<file path="src/rtl/hilihase_evt_bridge.sv">
`default_nettype none
// ============================================================================
// Module  : hilihase_evt_bridge
// Brief   : Captures probe changes into a timestamped event FIFO and applies
//           host drive commands onto a bank of drive outputs.
// Rev     : 1.0  initial release
// ============================================================================
module hilihase_evt_bridge #(
    parameter int                NUM_CH   = 8,
    parameter int                TS_W     = 16,
    parameter int                DEPTH    = 16,
    parameter int                ID_W     = 4,
    parameter logic [NUM_CH-1:0] DRV_INIT = '0,
    parameter int                CNT_W    = 8
) (
    input  logic                       clk,
    input  logic                       rst,
    input  logic                       en,
    input  logic [NUM_CH-1:0]          sig_in,
    output logic                       evt_valid,
    input  logic                       evt_ready,
    output logic [TS_W+2*NUM_CH-1:0]   evt_data,
    input  logic                       drv_valid,
    output logic                       drv_ready,
    input  logic [ID_W-1:0]            drv_id,
    input  logic                       drv_val,
    output logic [NUM_CH-1:0]          drv_out,
    output logic                       drv_err,
    output logic [CNT_W-1:0]           ovf_cnt,
    output logic [$clog2(DEPTH):0]     fifo_level
);

    localparam int c_AW    = $clog2(DEPTH);
    localparam int c_LW    = c_AW + 1;
    localparam int c_DW    = TS_W + 2*NUM_CH;
    localparam int c_IDW1  = ID_W + 1;

    localparam logic [c_LW-1:0]   c_FULL   = c_LW'(DEPTH);
    localparam logic [c_IDW1-1:0] c_NUM_CH = c_IDW1'(NUM_CH);

    localparam logic [1:0] c_PAUSED = 2'd0;
    localparam logic [1:0] c_PRIME  = 2'd1;
    localparam logic [1:0] c_RUN    = 2'd2;

    logic [1:0]        r_state;
    logic [1:0]        w_state_nxt;
    logic [TS_W-1:0]   r_ts;
    logic [NUM_CH-1:0] r_prev;
    logic [c_DW-1:0]   r_mem [DEPTH];
    logic [c_AW-1:0]   r_wr_ptr;
    logic [c_AW-1:0]   r_rd_ptr;
    logic [c_LW-1:0]   r_level;
    logic [CNT_W-1:0]  r_ovf_cnt;
    logic [NUM_CH-1:0] r_drv_out;
    logic              r_drv_err;
    logic              r_drv_ready;

    logic              w_push;
    logic [NUM_CH-1:0] w_mask;
    logic              w_full;
    logic              w_pop;
    logic              w_wr_en;
    logic              w_drop;
    logic              w_drv_acc;
    logic              w_drv_bad;
    logic [NUM_CH-1:0] w_drv_nxt;

    // Capture FSM: PRIME emits a full snapshot so the host can re-synchronise.
    always_comb begin
        w_state_nxt = r_state;
        w_push      = 1'b0;
        w_mask      = sig_in ^ r_prev;
        case (r_state)
            c_PAUSED: begin
                if (en) w_state_nxt = c_PRIME;
            end
            c_PRIME: begin
                w_push      = 1'b1;
                w_mask      = '1;
                w_state_nxt = en ? c_RUN : c_PAUSED;
            end
            c_RUN: begin
                w_push = |w_mask;
                if (!en) w_state_nxt = c_PAUSED;
            end
            default: w_state_nxt = c_PAUSED;
        endcase
    end

    assign evt_valid = (r_level != '0);
    assign w_full    = (r_level == c_FULL);
    assign w_pop     = evt_valid & evt_ready;
    // A pop on the same edge frees the slot, so a full FIFO still accepts.
    assign w_wr_en   = w_push & (~w_full | w_pop);
    assign w_drop    = w_push & w_full & ~w_pop;

    always_comb begin
        w_drv_acc = drv_valid & r_drv_ready;
        w_drv_bad = w_drv_acc & ({1'b0, drv_id} >= c_NUM_CH);
        w_drv_nxt = r_drv_out;
        for (int i = 0; i < NUM_CH; i++) begin
            if (w_drv_acc && (drv_id == ID_W'(i))) w_drv_nxt[i] = drv_val;
        end
    end

    always_ff @(posedge clk) begin
        if (w_wr_en) r_mem[r_wr_ptr] <= {r_ts, w_mask, sig_in};
    end

    always_ff @(posedge clk) begin
        if (rst) begin
            r_state     <= c_PAUSED;
            r_ts        <= '0;
            r_prev      <= '0;
            r_wr_ptr    <= '0;
            r_rd_ptr    <= '0;
            r_level     <= '0;
            r_ovf_cnt   <= '0;
            r_drv_out   <= DRV_INIT;
            r_drv_err   <= 1'b0;
            r_drv_ready <= 1'b0;
        end else begin
            r_state     <= w_state_nxt;
            r_ts        <= r_ts + TS_W'(1);
            r_prev      <= sig_in;
            r_drv_ready <= 1'b1;
            r_drv_out   <= w_drv_nxt;
            if (w_drv_bad) r_drv_err <= 1'b1;
            if (w_wr_en)   r_wr_ptr  <= r_wr_ptr + c_AW'(1);
            if (w_pop)     r_rd_ptr  <= r_rd_ptr + c_AW'(1);
            r_level <= r_level + c_LW'(w_wr_en) - c_LW'(w_pop);
            if (w_drop && (r_ovf_cnt != '1)) r_ovf_cnt <= r_ovf_cnt + CNT_W'(1);
        end
    end

    assign evt_data   = r_mem[r_rd_ptr];
    assign fifo_level = r_level;
    assign ovf_cnt    = r_ovf_cnt;
    assign drv_out    = r_drv_out;
    assign drv_err    = r_drv_err;
    assign drv_ready  = r_drv_ready;

endmodule
`default_nettype wire
</file>
<file path="config.mk">
export PLATFORM = sky130hd
export DESIGN_NAME = hilihase_evt_bridge
export DESIGN_NICKNAME = d
export VERILOG_FILES = /design/src/rtl/hilihase_evt_bridge.sv
export SDC_FILE = /design/constraint.sdc
export NUM_CORES = 1
export LEC_CHECK = 0
export ABC_CLOCK_PERIOD_IN_PS = 3950
export CELL_PAD_IN_SITES_DETAIL_PLACEMENT = 1
export CELL_PAD_IN_SITES_GLOBAL_PLACEMENT = 1
export CORE_UTILIZATION = 40
export DETAILED_ROUTE_END_ITERATION = 6
export PLACE_DENSITY = 0.64
export SLEW_MARGIN = 10
export SYNTH_ARGS = -nofsm -noshare
export SYNTH_HDL_FRONTEND = slang
export SYNTH_SLANG_ARGS = --single-unit
</file>
<file path="constraint.sdc">
create_clock -name clk -period 3.95 [get_ports clk]
set_input_delay 0.5925 -clock clk [delete_from_list [all_inputs] [get_ports clk]]
set_output_delay 0.5925 -clock clk [all_outputs]
set_load 0.01 [all_outputs]
</file>
==> impl_metrics.ini, run 1 <==
[timing]
finalCritPeriodShare_pct = 94.99
setup_tns_ps = 0
setup_violations = 0
skew_ps = 21.61
worst_pin_slew_ps = 825.6
slew_violations = 0
rsz0062_at_grt = no
layout_min_cycle_time_ps = 3752
holdWs_ps = 461.3
fin_ws_ps = 197.8
fmax_ghz = 0.2665
hold_viol = 0
relSlewSlack_pct = 44.96

[worst_setup_path]
crit_buf_inv = 2
critical_path.max_fanout = 32
path_common_cell = mux4_2
end_kind = output pin
cp.arrival_ps = 3160
slowest_stage = dfxtp_4
path_class = reg -> out
max_stage_delay_ps = 600
required_ps = 3360
cp-start-kind = flop
cp_top_family = multiplexers
worstPathCellList = buf_12, mux4_2, mux4_2, clkdlybuf4s50_1

[global_route]
grt_pass1_vias = 11770
grt-ovfl-total = 0
grt_antenna_before_repair = 0
grt_max_degree = 42
track_usage_pct = 18.08
grt_pass1_wl_um = 74460

[hold_path]
hp-class = reg -> reg

[floorplanning]
rows = 85
die_h_um = 237.6
core_area_um2 = 54350
ios = 74
die_w_um = 237.6
start_util_pct = 40.84
die_area_um2 = 56430

[power]
power_density_nw_per_um2 = 573.4
swShare_pct = 23.70
power_frac_comb_pct = 17.2
p_total_uw = 14980
vdd_ir_drop_max_mv = 0.3375
p_int_uw = 11430
p_sw_uw = 3549
power_frac_seq_pct = 45.5
power.leakage_uw = 0.008260
clkPwrFrac_pct = 37.3

[outcome]
status = finished, final reports clean

[detailed_routing]
routedWlPerCell_um = 24.94
via_count = 10560
via_per_inst = 5.338
totalWireLength_um = 49360
first_pass_iters = 4
drt_iter0_markers = 711
antenna_left = 0
drc = 0

[placed_design]
dp_hpwl_um = 28660
gp_congestion = 0.7395
preCtsSetupSlack_ps = 501.9
placed_cells = 1870
portBuffers = 73

[synthesis]
synth_edf_count = 512
synth_cell_type_count = 44
yosysSeqAreaShare_pct = 74.78
async_flop_share_pct = 0
syn_area_um2 = 22190
syn_inst = 1059
ys_warn_count = 0
synth.net_count = 1094
synth_flop_cell = edfxtp_1
ys_ff_latch = 573
avgSynthCellArea_um2 = 20.96

[clocking]
tritoncts = done
cts_resized = 0
cts_buffer_depth = 3
cts_root_buffer = clkbuf_16
clkLatencyLatePin_ps = 610
clock_sinks = 573
cts_setup_buffers = 0
htreeDepth = 2
hold_buffers = 0
cts_made_buffers = 59
clkSlewWorstSetupHoldPaths_ps = 60

[finish]
area_growth_pct = 17.69
finalNonFillerCells = 1979
diodes = 0
drive_above_1_share_pct = 26.37
nNetsFinal = 1227
fillers = 4917

[run]
drv_cap = 0
## flip-flops by register name (all words and copies together) (netlist names), named ones only
signal	count
r_ts	16
r_rd_ptr	4
r_state	2
drv_out	8
r_wr_ptr	4
r_mem	512
r_prev	8
ovf_cnt	8
drv_err	1
fifo_level	5
drv_ready	1
## cell usage after synthesis, types with 4 or more instances
| library cell | instances | area share, % |
|---|---|---|
| buf_1 | 5 | 0.085 |
| nand2b_1 | 9 | 0.25 |
| a21oi_1 | 8 | 0.18 |
| mux2i_1 | 11 | 0.50 |
| clkbuf_1 | 30 | 0.51 |
| xnor2_1 | 15 | 0.59 |
| inv_1 | 14 | 0.24 |
| ha_1 | 16 | 0.90 |
| buf_2 | 13 | 0.29 |
| and2_1 | 7 | 0.20 |
| dfxtp_1 | 61 | 5.5 |
| nor2_1 | 52 | 0.88 |
| xor2_1 | 12 | 0.47 |
| o21ai_1 | 7 | 0.16 |
| nand3_1 | 18 | 0.41 |
| nor2b_1 | 22 | 0.62 |
| nand2_1 | 17 | 0.29 |
| mux2_1 | 10 | 0.51 |
| nand4_1 | 12 | 0.34 |
| edfxtp_1 | 512 | 69 |
| mux4_2 | 160 | 16 |
| nor3_1 | 4 | 0.090 |
| and3_1 | 17 | 0.48 |
## routing by layer
layer	share of wire, %	GRT usage (%)	up-vias
met5	0	0	-
met4	2.1	4.633	0
met3	5.0	3.600	84
met2	49	30.45	242
met1	43	24.10	5649
li1	-	-	4588
## power groups by stage
stage          logic [µW]  registers [µW]  clock network [µW]
2_1_floorplan        1820            6860                   0
4_1_cts              2660            6820                5710
6_report             2580            6810                5580
3_5_place_dp         2650            6940                   0
3_3_place_gp         2620            6940                   0
5_1_grt              2800            6830                5910
## through the flow
stage | instance area [µm²] | util (%)
detailed placement | 24180 | 44.49
global route | 26120 | 48.06
global placement | 24180 | 44.49
finish | 26120 | 48.06
CTS | 26120 | 48.06
floorplan | 22190 | -
## worst register-to-register path, delay by kind of cell, from the launching register on
family,cells,cell delay [ps]
AOI/OAI and AO/OA,3,380
adders and majority gates,4,1080
buffers and inverters,5,330
DFF,1,310
and+or+nand+nor,4,930
## placed cells by master (no fill, tap or decap), types with 14 or more instances in the layout
cell	instances
buf_4	38
clkbuf_16	59
clkdlybuf4s50_1	72
dfxtp_1	57
edfxtp_1	512
ha_1	16
inv_1	14
mux4_2	160
nand2_1	17
nand3_1	18
nor2_1	52
nor2b_1	22
xnor2_1	15
## path summary, 6_finish.rpt
check	start	end	slack (ps)	cells past startpoint
min	drv_out[0]	drv_out[0]	460	2
max reg2reg	r_state[1]	fifo_level[4]	870	16
min reg2reg	drv_out[0]	drv_out[0]	460	2
max	flop	evt_data[12]	200	4
## cell type report
class | count | area [µm²] | area share [%]
timing repair buffer | 123 | 1251 | 4.790
inverter | 14 | 52.55 | 0.2012
clock inverter | 34 | 356.6 | 1.365
clock buffer | 75 | 1587 | 6.074
multi-input combinational | 421 | 5343 | 20.45
tap | 739 | 924.6 | 3.540
sequential | 573 | 16610 | 63.58
## cell families after synthesis
logic type,after synthesis,synth area share (%)
AOI/OAI and AO/OA,25,0.6934
adders and majority gates,17,0.9922
muxes,181,17.24
buffers and inverters,65,1.240
and+or+nand+nor,171,3.991
xor gates and xnor gates,27,1.066
DFF,573,74.78
Note: power is estimated with default switching activity, not from simulation.
==> inputs of run 2 (changes only) <==
--- a/config.mk
+++ b/config.mk
@@ -9,7 +9,9 @@
 export CELL_PAD_IN_SITES_DETAIL_PLACEMENT = 1
 export CELL_PAD_IN_SITES_GLOBAL_PLACEMENT = 1
 export CORE_UTILIZATION = 40
+export CTS_CLUSTER_DIAMETER = 200
 export DETAILED_ROUTE_END_ITERATION = 6
+export GPL_ROUTABILITY_DRIVEN = 1
 export PLACE_DENSITY = 0.64
 export SLEW_MARGIN = 10
 export SYNTH_ARGS = -nofsm -noshare
==> results of run 2 <==
No change in the layout: final DEF, timing and power equal those of run 1.
